### src/rtl/key_pkg.sv
// Shared definitions for the 4-key panel front end: FSM state encoding,
// the idle key pattern and the key-code <-> active-low one-hot helpers.
package key_pkg;

    localparam logic [2:0] ST_IDLE   = 3'd0;
    localparam logic [2:0] ST_PRESS  = 3'd1;
    localparam logic [2:0] ST_HELD   = 3'd2;
    localparam logic [2:0] ST_REPEAT = 3'd3;
    localparam logic [2:0] ST_LOCK   = 3'd4;

    localparam logic [3:0] KEY_NONE = 4'b1111;

    // Code-to-pattern table used by the display side.
    function automatic logic [3:0] code_to_onehot(input logic [1:0] code);
        logic [3:0] oh;
        case (code)
            2'd3:    oh = 4'b0111;
            2'd2:    oh = 4'b1011;
            2'd1:    oh = 4'b1101;
            default: oh = 4'b1110;
        endcase
        return oh;
    endfunction

    // Only meaningful when exactly one bit is low.
    function automatic logic [1:0] onehot_to_code(input logic [3:0] k);
        logic [1:0] code;
        case (k)
            4'b0111: code = 2'd3;
            4'b1011: code = 2'd2;
            4'b1101: code = 2'd1;
            default: code = 2'd0;
        endcase
        return code;
    endfunction

    // Number of pressed (low) keys.
    function automatic logic [2:0] low_count(input logic [3:0] k);
        logic [2:0] n;
        n = 3'd0;
        for (int i = 0; i < 4; i++) begin
            n = n + {2'b00, ~k[i]};
        end
        return n;
    endfunction

endpackage

### src/rtl/key_debounce.sv
// Two-flop synchroniser plus shared-counter debouncer for four active-low keys.
// Ports: clk, rst_n, key_raw[3:0] (async raw keys), key_deb[3:0] (debounced).
module key_debounce
    import key_pkg::*;
#(
    parameter int DEB_CYCLES = 1000000
) (
    input  logic       clk,
    input  logic       rst_n,
    input  logic [3:0] key_raw,
    output logic [3:0] key_deb
);

    localparam int CW = (DEB_CYCLES > 2) ? $clog2(DEB_CYCLES) : 1;
    localparam logic [CW-1:0] DEB_TC = CW'(DEB_CYCLES - 1);

    logic [3:0]    sync1_q;
    logic [3:0]    sync2_q;
    logic [3:0]    samp_q, samp_d;
    logic [CW-1:0] cnt_q, cnt_d;
    logic [3:0]    deb_q, deb_d;

    // The whole vector shares one counter: any change on any key restarts
    // the stability window, so key_deb only ever moves to a vector that
    // was seen unchanged for DEB_CYCLES clocks.
    always_comb begin
        samp_d = samp_q;
        cnt_d  = cnt_q;
        deb_d  = deb_q;
        if (sync2_q != samp_q) begin
            samp_d = sync2_q;
            cnt_d  = '0;
        end else if (cnt_q != DEB_TC) begin
            cnt_d = cnt_q + 1'b1;
        end else begin
            deb_d = samp_q;
        end
    end

    always_ff @(posedge clk or negedge rst_n) begin
        if (!rst_n) begin
            sync1_q <= KEY_NONE;
            sync2_q <= KEY_NONE;
            samp_q  <= KEY_NONE;
            cnt_q   <= '0;
            deb_q   <= KEY_NONE;
        end else begin
            sync1_q <= key_raw;
            sync2_q <= sync1_q;
            samp_q  <= samp_d;
            cnt_q   <= cnt_d;
            deb_q   <= deb_d;
        end
    end

    assign key_deb = deb_q;

endmodule

### src/rtl/key_scan_encoder.sv
// 4-key panel front end: debounce, single-press encode, auto-repeat, lockout.
// Ports: clk, rst_n, key[3:0] in; key_deb, key_code, key_onehot, key_valid,
// key_repeat, key_multi out (key patterns active-low).
module key_scan_encoder
    import key_pkg::*;
#(
    parameter int DEB_CYCLES = 1000000,
    parameter int REP_DLY    = 25000000,
    parameter int REP_PER    = 5000000
) (
    input  logic       clk,
    input  logic       rst_n,
    input  logic [3:0] key,
    output logic [3:0] key_deb,
    output logic [1:0] key_code,
    output logic [3:0] key_onehot,
    output logic       key_valid,
    output logic       key_repeat,
    output logic       key_multi
);

    localparam int MAX_A = (DEB_CYCLES > REP_DLY) ? DEB_CYCLES : REP_DLY;
    localparam int MAXP  = (MAX_A > REP_PER) ? MAX_A : REP_PER;
    localparam int RW    = $clog2(MAXP + 1);
    localparam bit REP_EN = (REP_DLY != 0);
    localparam logic [RW-1:0] DLY_TC  = RW'((REP_DLY > 0) ? REP_DLY - 1 : 0);
    localparam logic [RW-1:0] PER_TC  = RW'((REP_PER > 0) ? REP_PER - 1 : 0);
    localparam logic [RW-1:0] CNT_MAX = RW'(MAXP);

    logic [3:0]    deb;
    logic [2:0]    low_n;
    logic [RW-1:0] tc;

    logic [2:0]    state_q, state_d;
    logic [RW-1:0] cnt_q, cnt_d;
    logic [1:0]    code_q, code_d;
    logic [3:0]    oh_q, oh_d;
    logic          valid_q, valid_d;
    logic          rpt_q, rpt_d;
    logic          multi_q, multi_d;

    key_debounce #(
        .DEB_CYCLES(DEB_CYCLES)
    ) u_deb (
        .clk    (clk),
        .rst_n  (rst_n),
        .key_raw(key),
        .key_deb(deb)
    );

    assign low_n = low_count(deb);
    assign tc    = (state_q == ST_HELD) ? DLY_TC : PER_TC;

    // key_valid is registered on the transition into PRESS, so the PRESS
    // cycle is the strobe cycle. The counter is cleared on entry to PRESS
    // and PRESS already counts as the first held cycle, which puts the
    // first repeat REP_DLY clocks after the press strobe.
    always_comb begin
        state_d = state_q;
        cnt_d   = cnt_q;
        code_d  = code_q;
        oh_d    = oh_q;
        valid_d = 1'b0;
        rpt_d   = 1'b0;
        multi_d = (low_n >= 3'd2);
        unique case (state_q)
            ST_IDLE: begin
                cnt_d = '0;
                if (low_n == 3'd1) begin
                    state_d = ST_PRESS;
                    valid_d = 1'b1;
                    code_d  = onehot_to_code(deb);
                    oh_d    = code_to_onehot(onehot_to_code(deb));
                end else if (low_n >= 3'd2) begin
                    state_d = ST_LOCK;
                end
            end
            ST_PRESS: begin
                cnt_d   = RW'(1);
                state_d = ST_HELD;
            end
            ST_HELD, ST_REPEAT: begin
                if (deb == KEY_NONE) begin
                    state_d = ST_IDLE;
                end else if (deb != oh_q) begin
                    state_d = ST_LOCK;
                end else if (REP_EN && (cnt_q >= tc)) begin
                    state_d = ST_REPEAT;
                    valid_d = 1'b1;
                    rpt_d   = 1'b1;
                    cnt_d   = '0;
                end else if (cnt_q != CNT_MAX) begin
                    cnt_d = cnt_q + 1'b1;
                end
            end
            ST_LOCK: begin
                if (deb == KEY_NONE) begin
                    state_d = ST_IDLE;
                end
            end
            default: begin
                state_d = ST_IDLE;
            end
        endcase
    end

    always_ff @(posedge clk or negedge rst_n) begin
        if (!rst_n) begin
            state_q <= ST_IDLE;
            cnt_q   <= '0;
            code_q  <= 2'd0;
            oh_q    <= KEY_NONE;
            valid_q <= 1'b0;
            rpt_q   <= 1'b0;
            multi_q <= 1'b0;
        end else begin
            state_q <= state_d;
            cnt_q   <= cnt_d;
            code_q  <= code_d;
            oh_q    <= oh_d;
            valid_q <= valid_d;
            rpt_q   <= rpt_d;
            multi_q <= multi_d;
        end
    end

    assign key_deb    = deb;
    assign key_code   = code_q;
    assign key_onehot = oh_q;
    assign key_valid  = valid_q;
    assign key_repeat = rpt_q;
    assign key_multi  = multi_q;

endmodule

### config.mk
export PLATFORM = sky130hd
export DESIGN_NAME = key_scan_encoder
export DESIGN_NICKNAME = d
export VERILOG_FILES = /design/src/rtl/key_pkg.sv /design/src/rtl/key_debounce.sv /design/src/rtl/key_scan_encoder.sv
export SDC_FILE = /design/constraint.sdc
export NUM_CORES = 1
export LEC_CHECK = 0
export ABC_AREA = 1
export CAP_MARGIN = 15
export CORE_UTILIZATION = 50
export DETAILED_ROUTE_END_ITERATION = 7
export HOLD_SLACK_MARGIN = 0.05
export PLACE_DENSITY = 0.69
export SLEW_MARGIN = 5
export SYNTH_ARGS = -nofsm -noshare
export SYNTH_HDL_FRONTEND = slang
export SYNTH_SLANG_ARGS = --single-unit
### constraint.sdc
create_clock -name clk -period 2.4 [get_ports clk]
set_input_delay 0.36 -clock clk [delete_from_list [all_inputs] [get_ports clk]]
set_output_delay 0.36 -clock clk [all_outputs]
set_load 0.01 [all_outputs]
Yosys cells after proc, flatten, opt, wreduce, memory -nomap -nowiden --
Cells that the tools add are included.
Cells by class: add/sub/neg operators 5, order comparisons 2, eq/ne operators 22, multiplexer cells 25, bitwise operators 6, reduce and logical (&&, ||, !) cells 8
Operator list (number):
- 25-bit 2-to-1 mux | 5
- 25-bit case mux with 3 select lines | 1
- 20-bit 2-to-1 mux | 2
- 25-bit by 1-bit adder with 25-bit output, second input constant | 1
- 25-bit greater-or-equal comparator | 1
- 25-bit != test, second input constant | 1
- 20-bit by 1-bit adder with 20-bit output, second input constant | 1
- 20-bit != test, second input constant | 1
- 3-bit 2-to-1 mux | 6
- 4-bit == test, second input constant | 3
- 3-bit case mux with 4 select lines | 1
- 4-bit case mux with 3 select lines | 1
- 4-bit != test | 2
- 3-bit by 1-bit == test with 1-bit output, second input constant | 2
- 3-bit by 2-bit == test with 1-bit output, second input constant | 2
- 2-bit != test, second input constant | 3
- 3-bit != test, second input constant | 2
- 1-bit inverter | 6
- 2-bit case mux with 3 select lines | 1
- 1-bit 2-to-1 mux | 5
- 2-bit == test, second input constant | 2
- 4-bit by 3-bit == test with 1-bit output, second input constant | 1
- 2-bit 2-to-1 mux | 2
- 4-bit != test, second input constant | 1
- 14 further kinds | 15
Storage, ports and cells: register bits after elaboration 73, input port bits 6, output and inout port bits 13

Logic depth before layout (Yosys ltp) --
word-level depth 9, mapped depth 15, mapped depth without buffers 15

Modules after synthesis --
Synthesis repeated with hierarchy kept, for this count alone.
Second synthesis, totals: cell total of the unflattened synthesis 650, area, all modules 4594.4 µm²
By module, submodules not included:
- key_scan_encoder | times used 1, cells each 426, area each 2783.9 µm², seq. area each 930.9 µm²
- key_debounce | times used 1, cells each 224, area each 1810.5 µm², seq. area each 920.9 µm²

Worst setup path before layout --
No wires, ideal clock.
path kind reg-to-reg, start point register u_deb.deb_q[3], in the netlist u_deb.key_deb[3], end point register oh_q[0], in the netlist key_onehot[0], data arrival time 2.469 ns, required time 2.335 ns, path slack -0.133 ns, stages on the path, launching flop included 13, buffers on the path 0, path through dfstp_2 -> fa_1 -> inv_1 -> ha_1 -> inv_1 -> ha_1 -> inv_1 -> nand2_1 -> nor2_1 -> nand3_1 -> nor4_1 -> nor2_1 -> nand3b_1
Between the ends: word-level cells in the longest chain between the ends 6
RTL lines:
- from (decl) | RTL line key_debounce.sv:21 | logic [3:0] deb_q, deb_d;
- from (signal assigned) | RTL line key_debounce.sv:46 | deb_q <= KEY_NONE;
- from (signal assigned) | RTL line key_debounce.sv:52 | deb_q <= deb_d;
- 4-bit == test or 4-bit by 3-bit == test with 1-bit output (tied branches) | RTL line key_pkg.sv:28 | case (k)
- 2-bit case mux with 3 select lines | RTL line key_pkg.sv:28
- 2-bit 2-to-1 mux | RTL line key_scan_encoder.sv:69 | if (low_n == 3'd1) begin
- 2-bit 2-to-1 mux | RTL line key_scan_encoder.sv:66 | unique case (state_q)
- 2-bit by 1-bit == test with 1-bit output or 2-bit == test (tied branches) | RTL line key_pkg.sv:16 | case (code)
- 4-bit case mux with 3 select lines | RTL line key_pkg.sv:16
- to (signal assigned) | RTL line key_scan_encoder.sv:120 | oh_q <= oh_d;
- to (decl) | RTL line key_scan_encoder.sv:37 | logic [3:0] oh_q, oh_d;
Several ways; a longest one is shown, not always the timed one. The select of a mux whose other input is x is not followed. A chain may end at the register's enable or synchronous reset.

Worst setup path after layout --
start point register state_q[2], end point register cnt_q[22]
Between the ends: word-level cells in the longest chain between the ends 7
RTL lines:
- from (decl) | RTL line key_scan_encoder.sv:34 | logic [2:0] state_q, state_d;
- from (signal assigned) | RTL line key_scan_encoder.sv:117 | state_q <= state_d;
- 3-bit by 2-bit == test with 1-bit output | RTL line key_scan_encoder.sv:52, key_scan_encoder.sv:66
- 25-bit 2-to-1 mux | RTL line key_scan_encoder.sv:52 | assign tc = (state_q == ST_HELD) ? DLY_TC : PER_TC;
- 25-bit greater-or-equal comparator | RTL line key_scan_encoder.sv:87 | end else if (REP_EN && (cnt_q >= tc)) begin
- 25-bit 2-to-1 mux | RTL line key_scan_encoder.sv:87
- 25-bit 2-to-1 mux | RTL line key_scan_encoder.sv:85 | end else if (deb != oh_q) begin
- 25-bit 2-to-1 mux | RTL line key_scan_encoder.sv:83 | if (deb == KEY_NONE) begin
- 25-bit case mux with 3 select lines | RTL line key_scan_encoder.sv:66
- to (signal assigned) | RTL line key_scan_encoder.sv:118 | cnt_q <= cnt_d;
- to (decl) | RTL line key_scan_encoder.sv:35 | logic [RW-1:0] cnt_q, cnt_d;
Several ways; a longest one is shown, not always the timed one. The select of a mux whose other input is x is not followed.

==> out/metrics.yaml <==
grt:
  grt_pass1_vias: 3595
  grt_start_max_net_pins: 44
  globalRouteTotalUtil_pct: 24.2
  globalRouteOverflowTotal: 0
  number_of_antenna_violations_at_the_first_check_in_global_routing: 0
  grt_first_pass_wirelength_um: 16600
power_and_ir_drop:
  internal-power_mw: 1.74
  power.share.combinational_pct: 2.2
  pwr-share-clk_pct: 42.6
  vdd_ir_drop_max_mv: 0.374
  total_leakage_power_nw: 2.32
  power_density_nw_per_um2: 424
  power_switching_mw: 0.532
  design_power_total_mw: 2.27
  seqPwrFrac_pct: 55.2
  power_switching_share_pct: 23.4
place:
  port-buffer-count: 18
  numPlacedInstances: 700
  place_area_um2: 4740
  dp_hpwl_um: 7220
  place.gp.congestion: 0.968
yosys:
  ys_seq_area_share_pct: 42.9
  mappedNetlistArea_um2: 4320
  yosys.area_share.xor_xnor_pct: 5.48
  synth_enable_flop_cells: 0
  dominantRegCellSynth: "dfrtp_1"
  synthAdderAreaFrac_pct: 4.52
  async_reset_ff_share_pct: 100
  syn_nets: 592
  share_of_synthesized_cell_area_in_and_or_nand_and_nor_gates_pct: 30.8
  largest_family_of_logic_cells_by_synthesized_area: "simple AND/OR/NAND/NOR gates"
  synth.largest_area_cell: "dfrtp_1"
  ys_top_cells_by_area: "dfrtp_1, nand2_1, dfstp_2"
  synthDominantCellAreaShare_pct: 30.7
  total_of_flip_flops_plus_latches_after_synthesis: 73
  synth_cell_types: 38
  synthesis.area_per_instance_um2: 7.56
  number_of_standard_cells_after_synthesis: 571
  synth.mux.area_fraction_pct: 1.04
  synth-compound-area-share_pct: 7.65
  synthesis.yosys.warnings: 0
sta:
  report.final.slew_viol_count: 0
  layout_min_cycle_time_ps: 2390
  finalClockSkew_ps: 18.1
  holdWs_ps: 360
  timing.final.hold_violations: 0
  max_clock_freq_mhz: 418
  final-setup-viol-count: 0
  tightest_slew_ps: 576
  timing.final.crit_share_pct: 99.8
  slew_headroom_pct: 61.1
  grt_setup_unrepaired: "yes"
layout:
  syn_to_final_growth_pct: 24.2
  fin_area_um2: 5360
  mostFrequentLayoutCells: "nand2_1, nor2_1, inv_1"
  number_of_filler_cells_placed_in_the_layout: 686
  finalNonFillerCells: 728
  antenna-diode-count: 0
  nNetsFinal: 639
  share_of_post_route_cells_with_drive_strength_above_1_pct: 23.0
  layout.cells.most_common: "nand2_1"
detailed_routing:
  routedWlPerCell_um: 14.4
  detail_route.iter0.violations: 223
  route.final.wire_length_um: 10500
  detail_route.vias_per_cell: 5.34
  route.antenna.remaining_nets: 0
  overall_via_count_from_detail_route: 3889
  drc_violations: 0
  first_pass_iters: 4
run_status:
  run_status: "completed"
floorplan:
  die_w_um: 94.9
  pin_count: 19
  initial_utilization_pct: 52.0
  std_cell_rows: 33
  die-height_um: 94.9
  dieArea_um2: 9010
  core_area_um2: 8300
critical_path:
  worst-setup-path-type: "flop to flop"
  path_cells: "inv_2 > nand3_4 > ha_4 > nand2_1 > nor2_2 > nand2_1 > nor2_1 > nand3_1 > nor2_2 > nor2_4 > nand4_1 > nand2_4 > clkbuf_16 > nand2_2 > nand2_1"
  worstSetupEndpointType: "flop"
  timing.critical_path.mode_cell: "nand2_1"
  critical-path-top-delay-family: "simple AND/OR/NAND/NOR gates"
  worst-endpoint-arrival_ps: 2630
  critical_path.n_buffers_inverters: 2
  path_max_fanout: 8
  crit_path_top_delay_cell: "dfrtp_1"
  cp-start-kind: "flop"
  max_stage_delay_ps: 400
  crit_required_ps: 2640
min_path:
  hp-class: "flop to flop"
clock_tree:
  cts-buffers-inserted: 9
  cts.sinks: 73
  root_buffer: "clkbuf_8"
  clock_tree.buffer_depth: 2
  path_clk_slew_ps: 80
  worstSkewPairLatency_ps: 350
  cts.htree.levels: 3
  cts_tree: "yes"
run:
  drv.max_cap_violation_count: 0
==> area by class of cell <==
class / instances / area [um2] / area share (%)
sequential: 73 / 1850 / 34.5
multi-input combinational: 417 / 2450 / 45.7
clock inverter: 4 / 30.0 / 0.560
clock buffer: 12 / 166 / 3.10
inverter: 64 / 240 / 4.48
tap: 105 / 131 / 2.45
timing repair buffer: 53 / 493 / 9.20
==> cells in the mapped netlist (2+ instances only) <==
master	count
o21ai_0	18
xnor2_1	3
o21ai_1	18
inv_2	4
nor4_1	6
inv_1	60
nor3_1	16
buf_2	8
nor3b_1	2
nand2_2	2
mux2_2	4
nor2_2	2
clkbuf_1	5
nand4_1	15
a21oi_1	19
ha_1	14
nand3_1	33
dfrtp_1	53
xor2_1	24
nand2_1	141
nor2_1	84
dfstp_2	20
nand3_2	3
buf_4	3
==> power groups by stage <==
stage	logic [mW]	registers, mW	clock network, mW
2_1_floorplan	0.0140	1.28	0
3_3_place_gp	0.0496	1.28	0
3_5_place_dp	0.0502	1.28	0
4_1_cts	0.0518	1.26	0.997
5_1_grt	0.0582	1.26	1.06
6_report	0.0496	1.26	0.969
==> what timing repair did <==
action                                 4_1_cts  5_1_grt
buffers inserted                             6        3
pin swaps                                    8       22
endpoints found under the hold margin       31        0
cloned                                       0        2
hold buffers                                 1        0
setup endpoints to repair                    5       35
resized for setup                            7       67
==> per-stage QoR <==
stage          utilization [%]  setup TNS [ps]  worst slack [ps]
2_1_floorplan                -               0             0.470
3_3_place_gp              57.1            -215             -98.8
3_5_place_dp              57.1            -525              -176
4_1_cts                   60.5            -246             -65.3
5_1_grt                   64.6           -2290              -101
6_report                  64.6               0              5.46
==> worst register-to-register path, cell delays in order (launching register included) <==
cell	delay (ps)
dfrtp_1	400
inv_2	90
nand3_4	190
ha_4	330
nand2_1	80
nor2_2	110
nand2_1	80
nor2_1	100
nand3_1	90
nor2_2	180
nor2_4	70
nand4_1	120
nand2_4	150
clkbuf_16	210
nand2_2	50
nand2_1	50
==> metal layers <==
metal  track usage (%)  vias up  share of wire (%)
li1                  -     1929                  -
met1              32.2     1826                 44
met2              38.5      107                 48
met3              4.67       27                4.7
met4              9.97        0                2.9
met5                 0        -                  0
==> sequential cells by signal, indices dropped and copies added, names as in the netlist <==
signal / count
key_code: 2
u_deb.samp_q: 4
key_onehot: 4
key_repeat: 1
cnt_q: 25
u_deb.sync1_q: 4
key_multi: 1
key_valid: 1
state_q: 3
u_deb.cnt_q: 20
u_deb.key_deb: 4
u_deb.sync2_q: 4
==> logic make-up after synthesis <==
| family | count (synthesis) |
|---|---|
| simple gates | 309 |
| buf+inv | 81 |
| flops | 73 |
| compound gates | 62 |
| xor+xnor | 27 |
| fa+ha+maj | 15 |
| mux | 4 |
==> worst paths after layout <==
check                                            from                    endpoint  slack, ps  cells past startpoint
max in group asynchronous                       rst_n  u_deb.sync2_q[0]$_DFF_PN1_       1160                      3
hold / removal             u_deb.sync1_q[2]$_DFF_PN1_  u_deb.sync2_q[2]$_DFF_PN1_        360                      0
min in group asynchronous                       rst_n        key_repeat$_DFF_PN0_        520                      2
setup / recovery               state_q[2]$_DFFE_PN0P_       cnt_q[22]$_DFFE_PN0P_          5                     15
setup reg to reg               state_q[2]$_DFFE_PN0P_       cnt_q[22]$_DFFE_PN0P_          5                     15
hold reg to reg            u_deb.sync1_q[2]$_DFF_PN1_  u_deb.sync2_q[2]$_DFF_PN1_        360                      0
No activity file was read; power rests on OpenSTA's default activity.
==> variant 1: new RTL, same settings <==
Make the reset (`rst_n`) synchronous in 2 clocked blocks. Comments in the files are not updated.
--- a/src/rtl/key_debounce.sv
+++ b/src/rtl/key_debounce.sv
@@ -37,7 +37,7 @@
         end
     end
 
-    always_ff @(posedge clk or negedge rst_n) begin
+    always_ff @(posedge clk) begin
         if (!rst_n) begin
             sync1_q <= KEY_NONE;
             sync2_q <= KEY_NONE;
--- a/src/rtl/key_scan_encoder.sv
+++ b/src/rtl/key_scan_encoder.sv
@@ -104,7 +104,7 @@
         endcase
     end
 
-    always_ff @(posedge clk or negedge rst_n) begin
+    always_ff @(posedge clk) begin
         if (!rst_n) begin
             state_q <= ST_IDLE;
             cnt_q   <= '0;
Check against the original RTL: same outputs for any inputs over 10 cycles, from zero or initial values and one cycle with rst_n low; that may be too few to reach the edited logic, so the function may still have changed.
==> variant 1 against the unedited design <==
- synthesized area increased by 2.8%
- worst setup slack improved by 0.039 ns
- cell area decreased by 2.0%
- wire length increased by 12%
- sequential cell count unchanged
- clock skew decreased by 0.0020 ns
- critical endpoint is now cnt_q[20]
- largest cell class unchanged
Power is not compared: it rests on default switching activity, and its combinational part moved more than twofold at a synthesized area within 25%.
==> variant 1: results (changes against the unedited design) <==
[setup_path]
r2r_slack_ns = 0.04  ; +0.04 ns
reg2reg_depth = 14  ; -1
r2r_start = state_q[0]
max_stage_delay_ns = 0.35  ; -0.05 ns

[placement]
hpwl_mm = 8.58  ; +19%
placed_cell_area_sq_mm = 0.00490  ; +3.4%
dp_slack_ns = -0.0886  ; +0.0877 ns
routabilityCongestion = 0.944  ; -2.5%

[global_route]
grt_pass1_vias = 4110  ; +14%
grt_max_degree = 22  ; -50%
grt_usage_pct = 26.4  ; +2.2 points
grt_pass1_wl_mm = 18.8  ; +13%

[yosys]
synth_common_cells = nand2_1, nor2_1, inv_1
synth_flop_cell = dfxtp_1
syn-num-nets = 686  ; +16%
ys_types = 42  ; +11%
synth-async-reset-ratio_pct = 0  ; -100 points
yosys-top-cells-area = dfxtp_1, nand2_1, nor2_1
yosysSeqAreaShare_pct = 32.9  ; -10 points

[min_path]
hp-start = u_deb.sync1_q[0]
hold_end = u_deb.sync2_q[0]

[drt]
drt-initial-drc-count = 257  ; +15%
vias_per_cell = 5.42  ; +1.5%

[run_status]
run_status = complete, no violations

[sta]
whs_ns = 0.416  ; +0.0564 ns

[final_layout]
num-fill-cells = 798  ; +16%

## variant 1: changes by cell type in the layout (fill, tap and decap cells not counted), moves of 7 or more
cell / delta
nand4_1: +9
dfrtp_1: -53
dfxtp_1: +70
dfstp_2: -20
nand2_2: -18
nor2_1: +23
nand3_1: +33
nand2_1: +32
o21ai_2: -7
or2_2: +14
inv_1: +16
xor2_1: -8
a21oi_1: +15
o21ai_1: -9
## variant 1: how the worst max path moves through the flow
stage                                start         end  slack, ns
after global placement    u_deb.key_deb[0]  state_q[2]     -0.001
after floorplan           u_deb.key_deb[0]  state_q[2]      0.005
final                           state_q[0]   cnt_q[20]       0.04
after global routing      u_deb.key_deb[0]  state_q[2]      -0.07
after detailed placement  u_deb.key_deb[0]  state_q[2]      -0.09
after CTS                 u_deb.key_deb[0]  state_q[2]      0.004
## variant 1: cell type report
type                       count  area share [%]
sequential                    73            27.9
clock inverter                 6            2.14
tap                          108            2.57
timing repair buffer          49            8.00
clock buffer                  10            2.43
multi-input combinational    498            51.3
inverter                      79            5.65
## variant 1: report_power, final
group	switching (mW)	leakage (nW)	total, mW	internal (mW)
sequential	0.0994	0.591	1.39	1.29
clock	0.493	0.121	1.19	0.697
combinational	0.608	1.38	0.959	0.351
## variant 1: cells by family (layout without fill, tap and decap cells)
family	Yosys count	in the layout	share of synthesized area [%]
xor+xnor	17	17	3.35
buf+inv	93	144	8.51
fa+ha+maj	16	16	4.68
simple gates	398	398	42.0
compound gates	67	67	8.49
flops	73	73	32.9
## variant 1: per-stage QoR
stage	utilization [%]	power, mW	std cells
2_1_floorplan	-	2.03	664
3_3_place_gp	56.7	2.24	806
3_5_place_dp	56.7	2.27	806
4_1_cts	59.9	3.47	823
5_1_grt	60.8	3.73	823
6_report	60.8	3.54	823
## variant 1: timing repair
item	4_1_cts	5_1_grt
pin swaps	3	4
endpoints found under the hold margin	0	0
buffers inserted	1	0
setup endpoints to repair	8	32
gates resized for setup	5	17
hold buffers	0	0
## variant 1: routing by layer
metal	track usage, %	vias up	part of all wire, %	routed length [um]
li1	-	2253	-	-
met1	34.6	2010	46	5350
met2	43.5	178	46	5340
met3	4.11	23	6.8	797
met4	9.45	0	1.9	220
met5	0	-	0	0
==> variant 2: new RTL, same flow settings <==
Without the edit above. `REP_PER`: 5000000 -> 2500000.
--- a/src/rtl/key_scan_encoder.sv
+++ b/src/rtl/key_scan_encoder.sv
@@ -6,7 +6,7 @@
 #(
     parameter int DEB_CYCLES = 1000000,
     parameter int REP_DLY    = 25000000,
-    parameter int REP_PER    = 5000000
+    parameter int REP_PER    = 2500000
 ) (
     input  logic       clk,
     input  logic       rst_n,
Function: no difference found for any inputs over 10 cycles, from zero or initial values and one cycle with rst_n low; that may be too few to reach the edited logic, so the function may still have changed.
==> variant 2 against the unedited design <==
- the flow now finishes with violations (DRC, setup timing)
- worst setup slack worse by 0.11 ns
- synthesized area up 6.3%
- core utilization up 0.74 points
- final cell count up 4.9%
- wire length up 6.3%
- power up 8.2%
- sequential cell count unchanged
- count of clock-buffer cells in the layout unchanged
- clock skew down 0.0096 ns
- critical path depth up 2
- via count up 2.9%
- cell area up 7.3%
==> variant 2: results (changes against the unedited design) <==
[yosys]
yosys.area_share.xor_xnor_pct = 6.30  ; +0.82 points
ys_types = 36  ; -5.3%
synth_compound_area_share_pct = 7.52  ; -0.13 points
synth_fa_ha_area_share_pct = 6.16  ; +1.6 points
yosysSeqAreaShare_pct = 40.3  ; -2.5 points

[global_route]
gr-usage-met3_pct = 3.58  ; -1.1 points
grt_pass1_wl_mm = 17.6  ; +5.6%

[power]
switching_share_pct = 21.4  ; -2.0 points
pwr-share-comb_pct = 1.9  ; -0.3 points
peakVddDrop_v = 0.000455  ; +21%
leakagePower_nw = 2.63  ; +13%

[sta]
setup_violations = 29  ; +29
fin_skew_ns = 0.00845  ; -0.00963 ns
slew_headroom_pct = 40.3  ; -21 points
final.setup.worst_slack_ns = -0.106  ; -0.111 ns

[drt]
wl_met3_um = 428  ; -13%
route.detailed.wl_per_inst_um = 14.5  ; +1.3%
drt-initial-drc-count = 193  ; -13%
drc = 2  ; +2
wl_met1_mm = 4.77  ; +2.8%
dr.pass1.iters = 7  ; +3

[final_layout]
num-fill-cells = 713  ; +3.9%
final_layout_size_suffix_gt1_share_pct = 24.8  ; +1.9 points
finalInstanceArea_sq_mm = 0.00575  ; +7.3%

[run_status]
run_status = finished, violations left
violations = DRC, setup timing

[placement]
hpwl_mm = 7.14  ; -1.1%
routabilityCongestion = 0.962  ; -0.60%

[setup_path]
reg2reg_to = cnt_q[12]

[variant 2: cell count changes after synthesis, moves of 7 or more]
cell / unedited run / this run
ha_1: 14 / 21
inv_1: 60 / 81
nand2_1: 141 / 161
nor2_1: 84 / 73
nor3_1: 16 / 25
o21ai_1: 18 / 6
o21ai_2: 0 / 16
[variant 2: kinds of logic (layout without fill, tap and decap cells)]
logic type | Yosys count | after routing
simple gates | 324 | 324
buf+inv | 101 | 150
flops | 73 | 73
compound gates | 54 | 54
xor+xnor | 33 | 33
fa+ha+maj | 22 | 22
[variant 2: per-stage QoR]
| step | TNS (ns) | power [mW] | hold WS [ns] | cells |
|---|---|---|---|---|
| floorplan | 0 | 1.29 | 0.0644 | 607 |
| global placement | 0 | 1.33 | 0.347 | 735 |
| detailed placement | -0.106 | 1.33 | 0.347 | 735 |
| CTS | -0.0154 | 2.49 | 0.168 | 751 |
| global route | -5.87 | 2.55 | 0.209 | 764 |
| finish | -2.27 | 2.46 | 0.143 | 764 |
[variant 2: how the worst min path moves through the flow]
stage                             endpoint  slack (ns)  cells past startpoint
after floorplan                   cnt_q[0]        0.06                      0
after global placement    u_deb.sync2_q[0]        0.35                      0
after detailed placement  u_deb.sync2_q[1]        0.35                      0
after CTS                       state_q[1]        0.17                      1
after global routing             cnt_q[14]        0.21                      1
final                            cnt_q[13]        0.14                      1
[variant 2: area by class of cell]
cell class	count	area share, %
inverter	84	5.61
clock inverter	4	0.913
timing repair inverter	1	0.109
sequential	73	32.2
multi-input combinational	433	46.2
timing repair buffer	49	9.18
tap	108	2.35
clock buffer	12	3.46
[variant 2: timing repair]
action,4_1_cts,5_1_grt
cloned,0,4
setup endpoints to repair,28,34
buffers inserted,0,9
pin swaps,1,9
endpoints found under the hold margin,0,0
gates resized for setup,5,81
